[src/rtl/me_mc_recon.sv]
// Motion-compensated reconstruction of one 16x16 macroblock: it reads the reference block at the
// clamped MV origin, adds a streamed signed residual with saturation, and writes the destination block.
module me_mc_recon #(
    parameter int WIDTH  = 352,
    parameter int HEIGHT = 240
) (
    input  logic        clk,
    input  logic        rst_n,
    input  logic        start,
    input  logic [31:0] ref_base_addr,
    input  logic [31:0] dst_base_addr,
    input  logic [31:0] mb_x_pos,
    input  logic [31:0] mb_y_pos,
    input  logic [5:0]  mv_x,
    input  logic [5:0]  mv_y,
    output logic [31:0] mem_addr,
    input  logic [7:0]  mem_rdata,
    input  logic [8:0]  res_data,
    input  logic        res_valid,
    output logic        res_ready,
    output logic        wr_en,
    output logic [31:0] wr_addr,
    output logic [7:0]  wr_data,
    output logic        busy,
    output logic        done
);

    localparam logic [1:0] S_IDLE  = 2'd0;
    localparam logic [1:0] S_RUN   = 2'd1;
    localparam logic [1:0] S_FLUSH = 2'd2;
    localparam logic [1:0] S_DONE  = 2'd3;

    logic [1:0]  state_q, state_d;
    logic [7:0]  pix_cnt_q;
    logic [31:0] ref_base_q, dst_base_q, mb_x_q, mb_y_q;
    logic [5:0]  mv_x_q, mv_y_q;
    logic        wr_en_q;
    logic [31:0] wr_addr_q;
    logic [7:0]  wr_data_q;

    logic signed [31:0] sx, sy, rx, ry;
    logic [31:0] row_off, col_off, ref_org, dst_org;
    logic signed [9:0] sum;
    logic [7:0]  pix_sat;
    logic        hs;

    assign sx = $signed(mb_x_q) + $signed({{26{mv_x_q[5]}}, mv_x_q});
    assign sy = $signed(mb_y_q) + $signed({{26{mv_y_q[5]}}, mv_y_q});

    // Clamping keeps the whole 16x16 reference window inside the frame.
    // NOTE: every variable driven here gets a default first so no latch is inferred.
    always_comb begin
        rx = sx;
        ry = sy;
        if (sx < 0)                rx = '0;
        else if (sx > WIDTH - 16)  rx = 32'(WIDTH - 16);
        if (sy < 0)                ry = '0;
        else if (sy > HEIGHT - 16) ry = 32'(HEIGHT - 16);
    end

    assign row_off = 32'(pix_cnt_q[7:4]) * 32'(WIDTH);
    assign col_off = {28'd0, pix_cnt_q[3:0]};
    assign ref_org = ref_base_q + 32'(ry * WIDTH) + 32'(rx);
    assign dst_org = dst_base_q + mb_y_q * 32'(WIDTH) + mb_x_q;

    assign mem_addr  = (state_q == S_RUN) ? ref_org + row_off + col_off : '0;
    assign res_ready = (state_q == S_RUN);
    assign hs        = res_ready && res_valid;

    // Range is -256..510, so bit 9 flags negative and bit 8 flags overflow past 255.
    assign sum     = $signed({2'b00, mem_rdata}) + $signed({res_data[8], res_data});
    assign pix_sat = sum[9] ? 8'd0 : (sum[8] ? 8'd255 : sum[7:0]);

    always_comb begin
        state_d = state_q;
        case (state_q)
            S_IDLE:  if (start) state_d = S_RUN;
            S_RUN:   if (hs && pix_cnt_q == 8'd255) state_d = S_FLUSH;
            S_FLUSH: state_d = S_DONE;
            S_DONE:  if (!start) state_d = S_IDLE;
            default: state_d = S_IDLE;
        endcase
    end

    // NOTE: sequential state uses non-blocking assignments so all registers update from pre-edge values.
    always_ff @(posedge clk) begin
        if (!rst_n) begin
            state_q    <= S_IDLE;
            pix_cnt_q  <= '0;
            ref_base_q <= '0;
            dst_base_q <= '0;
            mb_x_q     <= '0;
            mb_y_q     <= '0;
            mv_x_q     <= '0;
            mv_y_q     <= '0;
            wr_en_q    <= 1'b0;
            wr_addr_q  <= '0;
            wr_data_q  <= '0;
        end else begin
            state_q <= state_d;
            wr_en_q <= hs;
            if (state_q == S_IDLE && start) begin
                ref_base_q <= ref_base_addr;
                dst_base_q <= dst_base_addr;
                mb_x_q     <= mb_x_pos;
                mb_y_q     <= mb_y_pos;
                mv_x_q     <= mv_x;
                mv_y_q     <= mv_y;
                pix_cnt_q  <= '0;
            end
            if (hs) begin
                wr_addr_q <= dst_org + row_off + col_off;
                wr_data_q <= pix_sat;
                pix_cnt_q <= pix_cnt_q + 8'd1;
            end
        end
    end

    assign wr_en   = wr_en_q;
    assign wr_addr = wr_addr_q;
    assign wr_data = wr_data_q;
    assign busy    = (state_q == S_RUN) || (state_q == S_FLUSH);
    assign done    = (state_q == S_DONE);

endmodule

[config.mk]
export PLATFORM = sky130hd
export DESIGN_NAME = me_mc_recon
export DESIGN_NICKNAME = d
export VERILOG_FILES = /design/src/rtl/me_mc_recon.sv
export SDC_FILE = /design/constraint.sdc
export NUM_CORES = 1
export LEC_CHECK = 0
export ABC_CLOCK_PERIOD_IN_PS = 10700
export BUFFER_PORTS_ARGS = -buffer_cell sky130_fd_sc_hd__buf_2
export CORE_ASPECT_RATIO = 1.2
export CORE_MARGIN = 3
export CORE_UTILIZATION = 40
export CTS_CLUSTER_DIAMETER = 150
export DETAILED_ROUTE_END_ITERATION = 10
export GPL_ROUTABILITY_DRIVEN = 0
export PLACE_DENSITY = 0.56
export SLEW_MARGIN = 20
export SYNTH_ARGS = -nofsm -noshare
export SYNTH_HDL_FRONTEND = slang
export SYNTH_SLANG_ARGS = --single-unit
[constraint.sdc]
create_clock -name clk -period 10.7 [get_ports clk]
set_input_delay 1.07 -clock clk [delete_from_list [all_inputs] [get_ports clk]]
set_output_delay 1.07 -clock clk [all_outputs]
set_load 0.005 [all_outputs]
# Yosys cells after proc, flatten, opt, wreduce, memory -nomap -nowiden
# Cells that the tools add are included.
dict set report word_totals {
  register_bits 191
  word_cells 57
  out_inout_bits 76
}
dict set report op_classes {
  reduce_logical 7
  addsub 12
  n_lt_le_gt_ge 4
  multipliers 3
  mux 13
  eq_ne 7
}
# operator count
set ops {}
lappend ops {{32-bit 2-to-1 mux} 5}
lappend ops {{32-bit adder} 4}
lappend ops {{32-bit by 13-bit adder with 32-bit output} 2}
lappend ops {{32-bit by 4-bit adder with 32-bit output} 2}
lappend ops {{32-bit by 6-bit adder with 32-bit output} 2}
lappend ops {{32-bit by 1-bit less-than comparator with 1-bit output, second input constant} 2}
lappend ops {{32-bit by 10-bit > comparator with 1-bit output, second input constant} 1}
lappend ops {{32-bit by 9-bit > comparator with 1-bit output, second input constant} 1}
lappend ops {{32-bit by 4-bit multiplier with 27-bit output, second input constant} 1}
lappend ops {{32-bit by 5-bit multiplier with 27-bit output, second input constant} 1}
lappend ops {{8-bit 2-to-1 mux} 4}
lappend ops {{9-bit by 9-bit adder with 10-bit output} 1}
lappend ops {{8-bit by 1-bit adder with 8-bit output, second input constant} 1}
lappend ops {{8-bit == test, second input constant} 1}
lappend ops {{4-bit by 4-bit multiplier with 8-bit output, second input constant} 1}
lappend ops {{2-bit case mux with 4 select lines} 1}
lappend ops {{2-bit 2-to-1 mux} 3}
lappend ops {{2-bit == test, second input constant} 2}
lappend ops {{2-bit inequality test, second input constant} 2}
lappend ops {{1-bit logical AND} 3}
lappend ops {{3-bit AND reduction} 1}
lappend ops {{2-bit by 1-bit == test with 1-bit output, second input constant} 1}
lappend ops {{2-bit zero test} 1}
lappend ops {{2-bit by 1-bit inequality test with 1-bit output, second input constant} 1}
lappend ops {{2 further kinds} 2}

# Logic depth before layout (Yosys ltp)
# Gate-level depths: netlist of the first run.
dict set report logic_depth {
  word_depth 10
  depth_mapped 40
  ltp_nobuf 39
}

# Worst setup path before layout of the first run
# No wires, ideal clock.
dict set report synth_timing {
  kind {register -> output}
  startpoint {register mv_y_q[5]}
  endpoint {output port mem_addr[31]}
  stages_incl_launch_ff 35
  arrival_ns 8.165
  n_path_buf 1
  setup_slack_ns 1.465
  cell_sequence {dfxtp_1 -> ha_1 -> buf_2 -> a21o_1 -> a211oi_1 -> a21oi_1 -> a211oi_2 -> a21oi_1 -> or3_1 -> a221oi_1 -> nand4_2 -> or4b_1 -> o21a_1 -> ha_1 -> fa_1 -> ha_1 -> o21a_1 -> o21ai_0 -> a21oi_1 -> nor2_1 -> xor2_1 -> fa_1 -> inv_1 -> ha_1 -> ha_1 -> inv_1 -> o21ai_0 -> a21oi_1 -> o21ai_0 -> a41oi_1 -> o311ai_0 -> o31ai_1 -> xnor2_1 -> xnor2_1 -> and2_1}
}
dict set report synth_between {
  elab_chain_len 10
  elab_cells_between_ends 11
  classes_between {5 x add/sub; 1 x mul; 2 x order compare; 3 x mux}
}
# element line
set synth_rtl {}
lappend synth_rtl {{from (decl)} 36} ;# logic [5:0] mv_x_q, mv_y_q;
lappend synth_rtl {{from (signal assigned)} 108} ;# mv_y_q <= mv_y;
lappend synth_rtl {{32-bit by 6-bit adder with 32-bit output (*)} 48} ;# assign sy = $signed(mb_y_q) + $signed({{26{mv_y_q[5]}}, mv_y_q});
lappend synth_rtl {{32-bit by 9-bit > comparator with 1-bit output} 58} ;# else if (sy > HEIGHT - 16) ry = 32'(HEIGHT - 16);
lappend synth_rtl {{32-bit 2-to-1 mux} 58}
lappend synth_rtl {{32-bit 2-to-1 mux (*)} 57} ;# if (sy < 0) ry = '0;
lappend synth_rtl {{32-bit by 5-bit multiplier with 27-bit output (*)} 63} ;# assign ref_org = ref_base_q + 32'(ry * WIDTH) + 32'(rx);
lappend synth_rtl {{32-bit adder (*) (2 in series)} 63}
lappend synth_rtl {{32-bit by 13-bit adder with 32-bit output (*)} 66} ;# assign mem_addr = (state_q == S_RUN) ? ref_org + row_off + col_off : '0;
lappend synth_rtl {{32-bit by 4-bit adder with 32-bit output (*)} 66}
lappend synth_rtl {{32-bit 2-to-1 mux (*)} 66}
lappend synth_rtl {{to (decl)} 16} ;# output logic [31:0] mem_addr,
# Mark *: on every way between the ends. The rest lies on a longest branch, timed or not.

# Worst setup path after layout of the first run
dict set report layout_timing {
  startpoint {register mb_y_q[0]}
  endpoint {output port mem_addr[31]}
}
dict set report layout_between {
  elab_chain_len 10
  elab_cells_between_ends 11
  classes_between {5 x add/sub; 1 x mul; 2 x order compare; 3 x mux}
}
# element line
set layout_rtl {}
lappend layout_rtl {{from (decl)} 35} ;# logic [31:0] ref_base_q, dst_base_q, mb_x_q, mb_y_q;
lappend layout_rtl {{from (signal assigned)} 106} ;# mb_y_q <= mb_y_pos;
lappend layout_rtl {{32-bit by 6-bit adder with 32-bit output (*)} 48}
lappend layout_rtl {{32-bit by 9-bit > comparator with 1-bit output} 58}
lappend layout_rtl {{32-bit 2-to-1 mux} 58}
lappend layout_rtl {{32-bit 2-to-1 mux (*)} 57}
lappend layout_rtl {{32-bit by 5-bit multiplier with 27-bit output (*)} 63}
lappend layout_rtl {{32-bit adder (*) (2 in series)} 63}
lappend layout_rtl {{32-bit by 13-bit adder with 32-bit output (*)} 66}
lappend layout_rtl {{32-bit by 4-bit adder with 32-bit output (*)} 66}
lappend layout_rtl {{32-bit 2-to-1 mux (*)} 66}
# Marks and branches as above.

==> results of run 1 <==
-- through the flow --
step | instance area [um2] | cells
after global placement | 23800 | 3700
after global routing | 24400 | 3736
after floorplan | 21900 | 2834
after detailed placement | 23800 | 3700
after CTS | 24300 | 3732
final | 24400 | 3736
-- registers in the layout (all words and copies together) (netlist names) --
| register | cells |
|---|---|
| wr_addr | 32 |
| wr_data | 8 |
| dst_base_q | 32 |
| mv_y_q | 6 |
| mb_x_q | 32 |
| pix_cnt_q | 8 |
| ref_base_q | 32 |
| state_q | 2 |
| mb_y_q | 32 |
| mv_x_q | 6 |
| wr_en | 1 |
-- routing by layer --
metal | share of wire | wire (um) | GRT usage | vias to the layer above
li1 | - | - | - | 9805
met1 | 0.43 | 26400 | 0.261 | 9223
met2 | 0.50 | 30200 | 0.385 | 387
met3 | 0.036 | 2170 | 0.0302 | 92
met4 | 0.036 | 2200 | 0.0836 | 0
met5 | 0 | 0 | 0 | -
-- cells in the final DEF, fill, tap and decap left out, types with 28 or more instances in the layout --
cell	n
dfxtp_1	190
fa_1	128
o21ai_0	125
a21boi_0	152
and2_1	49
inv_1	375
o21a_1	32
ha_1	290
a21o_1	69
nor3_1	50
nor2_1	100
conb_1	72
xor2_1	43
a21oi_1	129
buf_2	235
nand3_1	47
nor2b_1	28
xnor2_1	86
nand2b_1	38
nand2_1	431
-- worst min-delay path by stage --
| stage | cells past startpoint | end | slack, ns | startpoint |
|---|---|---|---|---|
| floorplan | 2 | ref_base_q[28] | 0.44 | ref_base_q[28] |
| global placement | 2 | wr_data[6] | 0.44 | wr_data[6] |
| detailed placement | 2 | wr_data[6] | 0.44 | wr_data[6] |
| CTS | 2 | wr_data[6] | 0.45 | wr_data[6] |
| global route | 2 | wr_data[1] | 0.48 | wr_data[1] |
| finish | 2 | wr_data[6] | 0.45 | wr_data[6] |
-- final cells by class --
class | instances | share of cell area
inverter | 376 | 0.0578
clock buffer | 21 | 0.0184
tap | 705 | 0.0361
sequential | 191 | 0.157
multi-input combinational | 2181 | 0.673
clock inverter | 11 | 0.00486
timing repair buffer | 251 | 0.0532
-- Yosys cell counts (5+ instances only) --
master and n:
o31ai_1 8, buf_2 6, nand2_1 433, a2111oi_0 6, dfxtp_1 191, or2_2 7
a221oi_1 6, o21bai_1 15, and4_1 7, nor4_1 7, o2111ai_1 5, and2_1 50
xnor2_1 86, nor2_1 101, o21ai_1 6, xor2_1 43, or3_1 23, a21o_1 69
nor2b_1 28, and3_1 25, nand2b_1 38, o22ai_1 8, a211oi_1 22, inv_1 375
o21a_1 32, a22oi_1 5, o21ai_0 128, a31oi_1 16, clkbuf_1 78, o41ai_1 5
ha_1 292, or4_1 6, a41oi_1 6, nand3_1 47, fa_1 128, nand4_1 22
o31a_1 7, mux2i_1 9, a21oi_1 130, o211ai_1 10, a21boi_0 152, nor3b_1 5
nor3_1 51
-- worst reg2reg max path: stages, from the launching register on --
cell	delay, ns
dfxtp_1	0.39
ha_1	0.30
inv_1	0.04
fa_1	0.47
inv_1	0.04
ha_1	0.30
a21o_1	0.20
a2111oi_0	0.68
o31a_1	0.28
o311ai_1	0.18
o41ai_1	0.50
inv_1	0.09
a21oi_1	0.23
xor2_1	0.27
fa_1	0.47
inv_1	0.07
ha_1	0.23
ha_1	0.34
a21oi_1	0.26
o31a_1	0.21
o21a_1	0.12
nand2_1	0.11
a31oi_1	0.37
nor2_1	0.09
a211oi_1	0.22
xor2_1	0.22
o21ai_0	0.10
-- timing repair --
item,4_1_cts,5_1_grt
endpoints found under the hold margin,0,0
gates resized for setup,0,19
buffers inserted,0,4
endpoints found under the setup margin,0,15
-- cells by family (layout without fill, tap and decap cells) --
group | after synthesis | in the layout
simple gates | 875 | 875
mux | 10 | 10
xor+xnor | 129 | 129
fa+ha+maj | 420 | 420
flops | 191 | 191
other cells | 2 | 72
compound gates | 675 | 675
buf+inv | 462 | 659
-- power breakdown --
group | total [W] | switching [W] | internal [W]
registers | 0.000993 | 0.000139 | 0.000854
clock network | 0.000671 | 0.000337 | 0.000333
logic | 0.00488 | 0.00285 | 0.00202
==> flow_summary.toml, run 1 <==
[outcome]
outcome = "complete, no violations"

[power]
p_total_w = 0.00654
vdd_drop_max_mv = 0.254
p_leak_nw = 12.2
powerDensity_nw_per_um2 = 268

[synth]
synthFlopType = "dfxtp_1"
synth-xor-area-share = 0.0521
synth_top_family_by_area = "adder cells"
synth_edf_count = 0
synth_mux_area_frac = 0.00467
synthTopCellsByArea = "dfxtp_1 (18%), ha_1 (17%), fa_1 (12%)"
yosys.area_share.simple = 0.191
netlist_area_um2 = 21700
synth_cells = 2764
yosysWarnings = 0
synth_adder_area_share = 0.287
syn_avg_cell_area_um2 = 7.84
ys_seq_area_frac = 0.176
yosysTopAreaCell = "dfxtp_1"
synth_compound_area_frac = 0.208
synth_top_area_frac = 0.176
async_flop_share = 0
ys_types = 88
ys_seq_elements = 191

[clocking]
cts_buffers = 17
cts_tree = "done"
htreeDepth = 4
cts_root_buffer = "clkbuf_16"
cts.sinks = 191
clock_path_buffers = 2
insertion_delay_ns = 0.51
ctsHoldBuffers = 0
cts.clk_slew.worst_paths_ns = 0.08

[critical_path]
ff2ff_path_depth = 26
cp_slowest_cell = "or4_4"
crit_start = "mb_y_q[0]"
crit_path_end_kind = "primary output"
crit_end = "mem_addr[31]"
worstSetupStartpointType = "register"
path_max_fanout = 5
path_buf_inv = 3
regToRegSetupSlack_ns = 3.77
path_depth = 36
cp.required_ns = 9.63
cp_common_cell = "ha_1"
crit_family = "adder cells"
rr_startpoint = "mb_y_q[3]"
worstReg2RegEnd = "wr_addr[31]"
max_stage_delay_ns = 0.53
arrival_ns = 9.11
crit_type = "reg -> out"

[global_routing]
antenna_found_initial = 0
grt_max_degree = 124
overflow = 0
grt_pass1_wl_um = 98200
gr-usage-all-layers = 0.215
grt_pass1_vias = 19300

[routing]
wire_per_inst_um = 16.3
post-route-drc-count = 0
drt_iter0_drc = 940
routed_wirelength_um = 61000
route.vias.total = 19500
routed_via_density = 5.22
drtAntennaViolNets = 0
dr.pass1.iters = 6

[sta]
worstMarginPinSlew_ns = 1.02
finalMaxSlewViolations = 0
finClkSkew_ns = 0.0103
hold_viol_final = 0
setup_viol = 0
tns_ns = 0
clock.fmax_mhz = 98.3
relSlewSlack = 0.320
timing.final.ws_setup_ns = 0.524
holdWs_ns = 0.449
min_period_ns = 10.18
fin_crit_sh = 0.951

[final_layout]
nets = 3599
antenna_cells = 0
multi_input_area_um2 = 16400
layout-drive-gt1-share = 0.107
final_util = 0.461
fillers = 5401
seq_area_um2 = 3830
area_delta_synth_final_pct = 12.7

[placed_design]
port_buffers = 236
place_ws_ns = 0.593
dp_hpwl_um = 49700

[die]
ios = 237
placementRows = 92
start_util = 0.409
core-area_um2 = 53100
die_height_um = 261
die-area_um2 = 57000
die_w_um = 219

[job]
cap_viol_max_count = 0

[hold_path]
hp-class = "reg -> reg"
Power figures use the tool's default switching activity.
==> run 2, diff against run 1 <==
- ABC_CLOCK_PERIOD_IN_PS: 10700 -> 12000
- BUFFER_PORTS_ARGS: -buffer_cell sky130_fd_sc_hd__buf_2 -> -buffer_cell sky130_fd_sc_hd__buf_4
- clock period: 10.7 -> 12 ns (I/O delays scaled with it)
==> flow_summary.toml, run 2 (synthesized netlist as in run 1, its figures left out) <==
[power]
powerDensity_nw_per_um2 = 233
vdd_drop_max_mv = 0.232
p_total_w = 0.00580
p_leak_nw = 12.3

[global_routing]
antenna_found_initial = 0
gr-usage-all-layers = 0.213
grt_pass1_wl_um = 97300
grt_pass1_vias = 19200
grt_max_degree = 109
overflow = 0

[routing]
routed_via_density = 5.19
routed_wirelength_um = 60500
dr.pass1.iters = 5
drtAntennaViolNets = 0
met1_length_um = 26400
wl_met2_um = 30700
wire_per_inst_um = 16.2
routed.top_layer = "met4"
drt_iter0_drc = 932
post-route-drc-count = 0
wl_met3_um = 2000
route.vias.total = 19300

[sta]
relSlewSlack = 0.296
setup_viol = 0
finalMaxSlewViolations = 0
finClkSkew_ns = 0.0217
worstMarginPinSlew_ns = 1.06
clock.fmax_mhz = 92.7
grt_setup_unrepaired = "false"
tns_ns = 0
min_period_ns = 10.79
fin_crit_sh = 0.899
hold_viol_final = 0

[final_layout]
multi_input_area_um2 = 16400
area_delta_synth_final_pct = 15.0
antenna_cells = 0
layout-drive-gt1-share = 0.100
layout.cells.non_filler = 3727
layout_common_cells = "nand2_1 (431), inv_1 (375), ha_1 (292)"
seq_area_um2 = 3820
fillers = 5362
nets = 3590
final_util = 0.470
stdcell_area_um2 = 24900
final_common_cell = "nand2_1"

[hold_path]
hp-class = "reg -> reg"

[placed_design]
dpl_cell_area_um2 = 24300
dp_hpwl_um = 49700
dpl.cell_count = 3695
port_buffers = 236

[clocking]
post_cts_resize_count = 0
cts_buffers = 17
cts_root_buffer = "clkbuf_16"
cts_tree = "done"
cts.sinks = 191
ctsHoldBuffers = 0
insertion_delay_ns = 0.50
htreeDepth = 4
post-cts-setup-buffers = 0
cts.clk_slew.worst_paths_ns = 0.08
clock_path_buffers = 2

[critical_path]
max_stage_delay_ns = 0.72
cp.required_ns = 10.80
worstSetupStartpointType = "register"
arrival_ns = 9.59
crit_type = "reg -> out"
path_max_fanout = 14
cp_slowest_cell = "o311ai_0"
crit_path_end_kind = "primary output"
cp_common_cell = "ha_1"

[job]
cap_viol_max_count = 0

[die]
die_w_um = 219
ios = 237
placementRows = 92
die-area_um2 = 57000
core-area_um2 = 53100
die_height_um = 261
start_util = 0.409

[outcome]
outcome = "complete, no violations"
==> run 2: changes by cell type in the layout (fill, tap and decap cells not counted), moves of 2 or more <==
cell / change
clkinv_4: +2
buf_2: -235
ha_1: +2
inv_6: -4
o31ai_1: +2
o31ai_2: -2
o21ai_1: -2
ha_2: -2
buf_4: +227
inv_8: +3
clkbuf_1: -2
o21ai_0: +3
==> run 2: worst paths after layout <==
check / start / end / slack (ns) / cells after the start
setup / recovery: mv_y_q[5] / mem_addr[31] / 1.21 / 36
hold reg to reg: wr_data[5] / wr_data[5] / 0.46 / 2
hold / removal: wr_data[5] / wr_data[5] / 0.46 / 2
setup reg to reg: mb_y_q[1] / wr_addr[31] / 4.95 / 26
==> run 2: per-stage QoR <==
step                      hold WS [ns]  worst slack [ns]
after floorplan                  0.443              2.63
after global placement           0.447              1.93
after detailed placement         0.452              1.74
after CTS                        0.463              1.09
after global routing             0.483             0.383
final                            0.458              1.21
==> run 2: layer usage <==
metal | up-vias | GRT usage
li1 | 9781 | -
met1 | 9139 | 0.259
met2 | 360 | 0.387
met3 | 64 | 0.0319
met4 | 0 | 0.0638
met5 | - | 0
==> run 2: critical path: cells and delay by family (launching register included) <==
family | cells | cell delay [ns]
buffers and inverters | 5 | 0.35
adders and majority gates | 7 | 2.45
DFF | 1 | 0.68
and+or+nand+nor | 7 | 1.62
xor gates and xnor gates | 3 | 0.57
AOI/OAI and AO/OA | 14 | 3.43
==> run 2: report_power, final <==
part,total (W),internal [W],switching [W]
registers,0.000891,0.000761,0.000130
logic,0.00430,0.00182,0.00248
clock network,0.000604,0.000307,0.000297
==> run 2: layout make-up <==
| type | instances | share of cell area |
|---|---|---|
| Multi-Input combinational cell | 2181 | 0.658 |
| Sequential cell | 191 | 0.153 |
| Timing Repair Buffer | 242 | 0.0729 |
| Inverter | 376 | 0.0566 |
| Tap cell | 705 | 0.0354 |
| Clock buffer | 20 | 0.0183 |
| Clock inverter | 12 | 0.00577 |
